### src/rtl/serial_adder_ctrl.sv
// serial_adder_ctrl: bit-serial adder, LSB-first through two halfadders and a registered carry.
module halfadder (
  input  logic a,
  input  logic b,
  output logic s,
  output logic c
);
  assign s = a ^ b;
  assign c = a & b;
endmodule

module serial_adder_ctrl #(
  parameter int WIDTH = 8
) (
  input  logic             clk,
  input  logic             rst,
  input  logic             start,
  input  logic [WIDTH-1:0] a,
  input  logic [WIDTH-1:0] b,
  output logic             busy,
  output logic             done,
  output logic [WIDTH-1:0] sum,
  output logic             cout
);
  localparam int CW = $clog2(WIDTH);
  typedef enum logic [1:0] {IDLE, SHIFT, DONE} state_t;
  state_t state, state_nx;
  logic [WIDTH-1:0] sa, sb, acc;
  logic [CW-1:0] cnt;
  logic carry, h1s, h1c, bit_s, h2c, carry_nx, last;
  halfadder u_ha1 (.a(sa[0]), .b(sb[0]), .s(h1s), .c(h1c));
  halfadder u_ha2 (.a(h1s), .b(carry), .s(bit_s), .c(h2c));
  assign carry_nx = h1c | h2c;
  assign last = cnt == CW'(WIDTH - 1);
  always_ff @(posedge clk) begin
    if (rst) state <= IDLE;
    else     state <= state_nx;
  end
  always_comb begin
    state_nx = state == IDLE  ? (start ? SHIFT : IDLE) :
               state == SHIFT ? (last ? DONE : SHIFT) : IDLE;
    busy = state == SHIFT;
    done = state == DONE;
  end
  always_ff @(posedge clk) begin
    if (rst) begin
      sa    <= '0;
      sb    <= '0;
      acc   <= '0;
      cnt   <= '0;
      carry <= 1'b0;
      sum   <= '0;
      cout  <= 1'b0;
    end else if (state == IDLE && start) begin
      sa    <= a;
      sb    <= b;
      cnt   <= '0;
      carry <= 1'b0;
    end else if (state == SHIFT) begin
      sa    <= sa >> 1;
      sb    <= sb >> 1;
      carry <= carry_nx;
      acc   <= {bit_s, acc[WIDTH-1:1]};
      cnt   <= cnt + CW'(1);
      if (last) begin
        sum  <= {bit_s, acc[WIDTH-1:1]};
        cout <= carry_nx;
      end
    end
  end
endmodule

### config.mk
export PLATFORM = sky130hd
export DESIGN_NAME = serial_adder_ctrl
export DESIGN_NICKNAME = d
export VERILOG_FILES = /design/src/rtl/serial_adder_ctrl.sv
export SDC_FILE = /design/constraint.sdc
export NUM_CORES = 1
export LEC_CHECK = 0
export ABC_AREA = 1
export CAP_MARGIN = 25
export CORE_ASPECT_RATIO = 0.75
export CORE_MARGIN = 2
export CORE_UTILIZATION = 40
export CTS_CLUSTER_DIAMETER = 120
export DETAILED_ROUTE_END_ITERATION = 8
export SLEW_MARGIN = 20
export SYNTH_ARGS = -nofsm -noshare
export SYNTH_HDL_FRONTEND = slang
export SYNTH_SLANG_ARGS = --single-unit
### constraint.sdc
create_clock -name clk -period 3.6 [get_ports clk]
set_input_delay 1.08 -clock clk [delete_from_list [all_inputs] [get_ports clk]]
set_output_delay 1.08 -clock clk [all_outputs]
set_load 0.005 [all_outputs]
==> results.md, run 1 <==
- Number of hold buffers added after cts: 0
- Row Count: 20
- Crit start category: flip-flop
- HPWL after detailed placement: 2210 um
- Crit path DAT: 1740 ps
- FF-to-FF End: sum[4]$_SDFFE_PP0P_
- Status: finished clean
- Xor/xnor cell area share of the yosys netlist: 0.516%
- Slew Viols, Final: 0
- Hold EP: sum[3]$_SDFFE_PP0P_
- H-tree lvl count: 2
- Net total in the final layout: 282
- # IOs: 30
- Post-Synth Adder-Cell Area: 2.65%
- Dpl cells: 308
- Pin count of the biggest net entering global routing: 29
- Crit path max fanout: 16
- Post-synthesis cell count: 234
- Synthesized cell area: 0.00170 mm^2
- Share of cells above drive strength 1: 6.90%
- CTS buffer count: 5
- Setup Skew: 5.32 ps
- Rel. slew slack: 53.5%
- Post-route DRC: 0
- VDD IR max: 222 uV
- Reg clk slew, reported paths: 80 ps
- Final hold violation count: 0
- IO Port Bufs: 29
- Cell Count, Final, Fillers Out: 316
- GPL Wtd Cong: 0.740
- Complex-gate fraction of the synthesized area: 13.0%
- CP max stage cell: clkdlybuf4s50_1
- Antenna violations before repair: 0
- Max-cap violations: 0
- Net Count, Synth: 256
- RSZ-0062 raised after global routing: false
- Design Power: 885 uW
- Worst slew pin tran: 697 ps
- Reg2Reg Depth: 5
- Clock root buffer: clkbuf_8
- Initial Util: 41.9%
- Vias in the first global route: 1253
- Clock buffer depth: 2
- Worst Hold Class: reg2reg
- Worst path top cell family by delay: buffers and inverters
- Leakage power total: 0.000894 uW
- First-pass GRT wire length: 5610 um
- Crit path time final: 2820 ps
- Hold Path Depth: 2
- WL/cell: 10.5 um
- Kind of critical path: reg2out
- Die ar.: 0.00478 mm^2
- Final period utilization: 78.5%
- Fmax: 354 MHz
- Post-CTS Resized: 0
- Die span in x: 79.2 um
- Post-synthesis mux area share: 0%
- Vias per inst: 4.63
- Diodes inserted: 0
- CTS tree: built
- HP Start: acc[4]$_SDFFE_PP0P_
- Core region area: 0.00405 mm^2
- Critical-path cell list: nand2_4 -> inv_2 -> clkdlybuf4s50_1
- DRT antenna net count: 0
- Fill cells: 432
- Reg2reg start: state[0]$_SDFF_PP0_
- Multi-input gate area: 781 um^2
- Setup crit end kind: primary output
- Final Setup Violations: 0
- Layout area overhead: 22.7%
- 1st-iter DRT viols: 70
- Register Area: 761 um^2
- Crit. Startpoint: state[0]$_SDFF_PP0_
- Post-synthesis simple-gate area fraction: 29.9%
- Worst reg-to-reg setup slack: 2190 ps
- Pwr dens: 425 mW/mm^2
- Via Count: 1464
- Seq cells post-synth: 38
- Tot GR Track Use: 15.0%
- Critical path buffers and inverters: 2
- Ys Warns: 0
- Chip height: 60.4 um
- Setup TNS Final: 0 ps
- Netlist cell types: 20
- Final worst slack: 775 ps
- Mean Syn Cell Area: 7.25 um^2
- Main combinational cell family by area after synthesis: simple AND/OR/NAND/NOR gates
- Global route overflow: 0
- Clock Sink Count: 38
- CP required: 2520 ps
- Worst skew pair latency: 290 ps
- Seq/Total Area, Yosys: 44.8%
- Pre-antenna DRT Iters: 6
- CP peak stage delay: 540 ps
- Setup Fix Bufs, Post-CTS: 0
- Pre-CTS WS: 928 ps
- Wirelength, routed: 3310 um
-- per-stage QoR --
stage               utilization [%]  hold slack, ps  cell area, um^2
floorplan                         -             436             1700
global placement               49.1             451             1990
detailed placement             49.1             451             1990
CTS                            51.4             463             2080
global route                   51.4             494             2080
finish                         51.4             456             2080
-- kinds of logic (layout without fill, tap and decap cells) --
logic type / after synthesis / count (layout)
xor+xnor: 1 / 1
buf+inv: 32 / 59
fa+ha+maj: 3 / 3
compound gates: 44 / 44
flops: 38 / 38
simple gates: 116 / 116
-- metal layers --
layer  vias up  global-route usage (%)  part of all wire (%)
li1        795                       -                     -
met2        25                    22.2                    39
met1       642                    21.9                    56
met4         0                    5.17                  0.69
met3         2                    3.57                   4.0
met5         -                       0                     0
-- area by class of cell --
| class | instances | area share (%) |
|---|---|---|
| Multi-Input combinational cell | 164 | 37.5 |
| Sequential cell | 38 | 36.5 |
| Timing Repair Buffer | 31 | 14.7 |
| Clock buffer | 7 | 4.15 |
| Inverter | 20 | 3.61 |
| Tap cell | 55 | 3.31 |
| Clock inverter | 1 | 0.240 |
-- worst max path at each step --
stage | end | slack (ps) | cells after the start
global placement | cnt[0]$_SDFFE_PP0N_ | 950 | 6
floorplan | busy | 1730 | 3
detailed placement | cnt[1]$_SDFFE_PP0N_ | 930 | 6
CTS | busy | 760 | 3
finish | busy | 780 | 3
global route | busy | 690 | 3
-- placed cells by master, fill, tap and decap left out, types with 2 or more instances in the layout --
master and instances:
clkdlybuf4s50_1 29, buf_4 2, nand2_1 37, inv_1 17
nand3_1 22, clkbuf_8 6, nor2_4 2, dfxtp_1 38
o21ai_1 5, a21oi_1 20, ha_1 2, nand2_2 2
nor2_1 51, o21ai_0 19, inv_2 3
-- worst register-to-register path, delay by kind of cell (launching register included) --
family        cells  cell delay [ps]
simple gates      4              600
flops             1              460
buf+inv           1              250
-- power by group --
part	leakage (uW)	total (uW)	switching (uW)	internal [uW]
Sequential	0.000311	459	14.5	445
Combinational	0.000534	122	69.0	52.9
Clock	0.0000482	304	150	155
Total	0.000894	885	233	652
-- registers in the layout (all words and copies together), names as in the netlist --
name,flops
sa,8
cnt,3
acc,7
sum,8
cout,1
sb,8
carry,1
state,2
-- synthesized netlist by cell type --
cell type	count	share of area (%)
clkbuf_1	3	0.66
buf_2	4	1.2
inv_2	3	0.66
buf_6	3	2.0
nor2_1	51	11
nand3_1	22	6.5
xor2_1	1	0.52
o21ai_1	5	1.5
fa_1	1	1.2
inv_1	17	3.8
nand2_4	1	0.66
ha_1	2	1.5
nand2_8	1	1.2
nand2_1	37	8.2
nand2_2	2	0.74
nor2_4	2	1.3
dfxtp_1	38	45
buf_4	2	0.88
a21oi_1	20	5.9
o21ai_0	19	5.6
(Power assumes the default switching activity.)
==> run 2, diff against run 1 <==
clock period = 2.7 ns   (was 3.6 ns; I/O delays follow)
==> run 2 against run 1 <==
Net effect: clock power grew 97%; die area is the same; critical path depth is the same; combinational power grew 36%; final area grew 3.1%; critical path type unchanged; largest power group unchanged.
==> results.md, run 2 (synthesis gave the netlist of run 1 again) <==
- Status: finished clean
- Leakage power total: 0.000921 uW
- Reg clk slew, reported paths: 80 ps
- Cell Count, Final, Fillers Out: 316
- Most common cell after layout, fill and taps aside: nor2_1
- Setup TNS Final: 0 ps
- Crit path max fanout: 16
- Slew Viols, Final: 0
- Tot GR Track Use: 15.5%
- Layout area overhead: 26.5%
- Reg2Reg Depth: 5
- CTS tree: built
- Vias per inst: 4.63
- Wirelength, routed: 3350 um
- Pin count of the biggest net entering global routing: 32
- Final worst slack: 130 ps
- Final hold violation count: 0
- Global route overflow: 0
- Pre-CTS WS: 447 ps
- Post-route DRC: 0
- Pre-antenna DRT Iters: 4
- Clock buffer depth: 2
- HPWL after detailed placement: 2210 um
- Worst skew pair latency: 290 ps
- # IOs: 30
- Share of cells above drive strength 1: 7.28%
- Worst slew pin tran: 584 ps
- Diodes inserted: 0
- Top Registers: sa x8, sb x8, sum x8
- Die ar.: 0.00478 mm^2
- Pwr dens: 643 mW/mm^2
- IO Port Bufs: 29
- Initial Util: 41.9%
- Hold Path Depth: 2
- WL/cell: 10.6 um
- CP required: 1890 ps
- 1st-iter DRT viols: 107
- Net total in the final layout: 282
- Core region area: 0.00405 mm^2
- Crit path DAT: 1760 ps
- Vias in the first global route: 1310
- Setup Skew: 6.28 ps
- CTS buffer count: 5
- Fill cells: 420
- VDD IR max: 306 uV
- DRT antenna net count: 0
- Fmax: 389 MHz
- Chip height: 60.4 um
- Row Count: 20
- Number of hold buffers added after cts: 0
- RSZ-0062 raised after global routing: false
- Most frequent cells in the layout: nor2_1, dfxtp_1, nand2_1
- Max-cap violations: 0
- Final Setup Violations: 0
- Die span in x: 79.2 um
- Post-CTS Resized: 0
- H-tree lvl count: 2
- Kind of critical path: reg2out
- Clock Sink Count: 38
- Setup Fix Bufs, Post-CTS: 0
- Antenna violations before repair: 0
- Worst Hold Class: reg2reg
- Setup crit end kind: primary output
- Clock root buffer: clkbuf_8
- Dpl cells: 308
- Crit path time final: 2570 ps
- First-pass GRT wire length: 5730 um
- GPL Wtd Cong: 0.765
- Via Count: 1462
- Crit start category: flip-flop
- Rel. slew slack: 61.0%
- Final period utilization: 95.2%
## run 2: changes by cell type in the layout (fill, tap and decap cells not counted)
| cell | before | now |
|---|---|---|
| bufinv_16 | 0 | 2 |
| buf_12 | 0 | 1 |
| buf_4 | 2 | 1 |
| clkbuf_1 | 1 | 0 |
| clkinv_2 | 1 | 0 |
## run 2: cell type report
class / instances / area, um^2 / area share (%)
Clock buffer: 6 / 82.6 / 3.85
Clock inverter: 2 / 60.1 / 2.80
Inverter: 20 / 75.1 / 3.50
Multi-Input combinational cell: 164 / 781 / 36.4
Sequential cell: 38 / 761 / 35.5
Tap cell: 55 / 68.8 / 3.21
Timing Repair Buffer: 31 / 318 / 14.8
## run 2: worst paths after layout
| check | startpoint | slack [ps] | endpoint |
|---|---|---|---|
| setup / recovery | state[0]$_SDFF_PP0_ | 130 | busy |
| hold / removal | acc[3]$_SDFFE_PP0P_ | 460 | sum[2]$_SDFFE_PP0P_ |
| setup reg to reg | state[0]$_SDFF_PP0_ | 1300 | sum[5]$_SDFFE_PP0P_ |
| hold reg to reg | acc[3]$_SDFFE_PP0P_ | 460 | sum[2]$_SDFFE_PP0P_ |
## run 2: through the flow
step | hold slack (ps) | power [uW] | util, % | area [um^2]
5_1_grt | 492 | 1450 | 52.9 | 2150
6_report | 457 | 1380 | 52.9 | 2150
4_1_cts | 460 | 1400 | 52.9 | 2150
3_3_place_gp | 451 | 791 | 49.4 | 2000
3_5_place_dp | 448 | 792 | 49.4 | 2000
2_1_floorplan | 436 | 746 | - | 1700
## run 2: critical path, cell delays in order, from the launching register on
cell and delay (ps):
dfxtp_1 470, nand2_4 200, inv_2 250, clkdlybuf4s50_1 540
## run 2: layer usage
layer  GRT usage [%]  vias up  part of all wire (%)
met5               0        -                     0
met4            6.65        0                   1.3
met3            5.21        5                   4.1
met2            23.6       22                    40
met1            20.5      644                    55
li1                -      791                     -
## run 2: report_power, final
group          switching, uW  internal (uW)  leakage [uW]
registers               20.2            593      0.000311
clock network            206            394     0.0000714
logic                   93.2           72.5      0.000539
total                    319           1060      0.000921
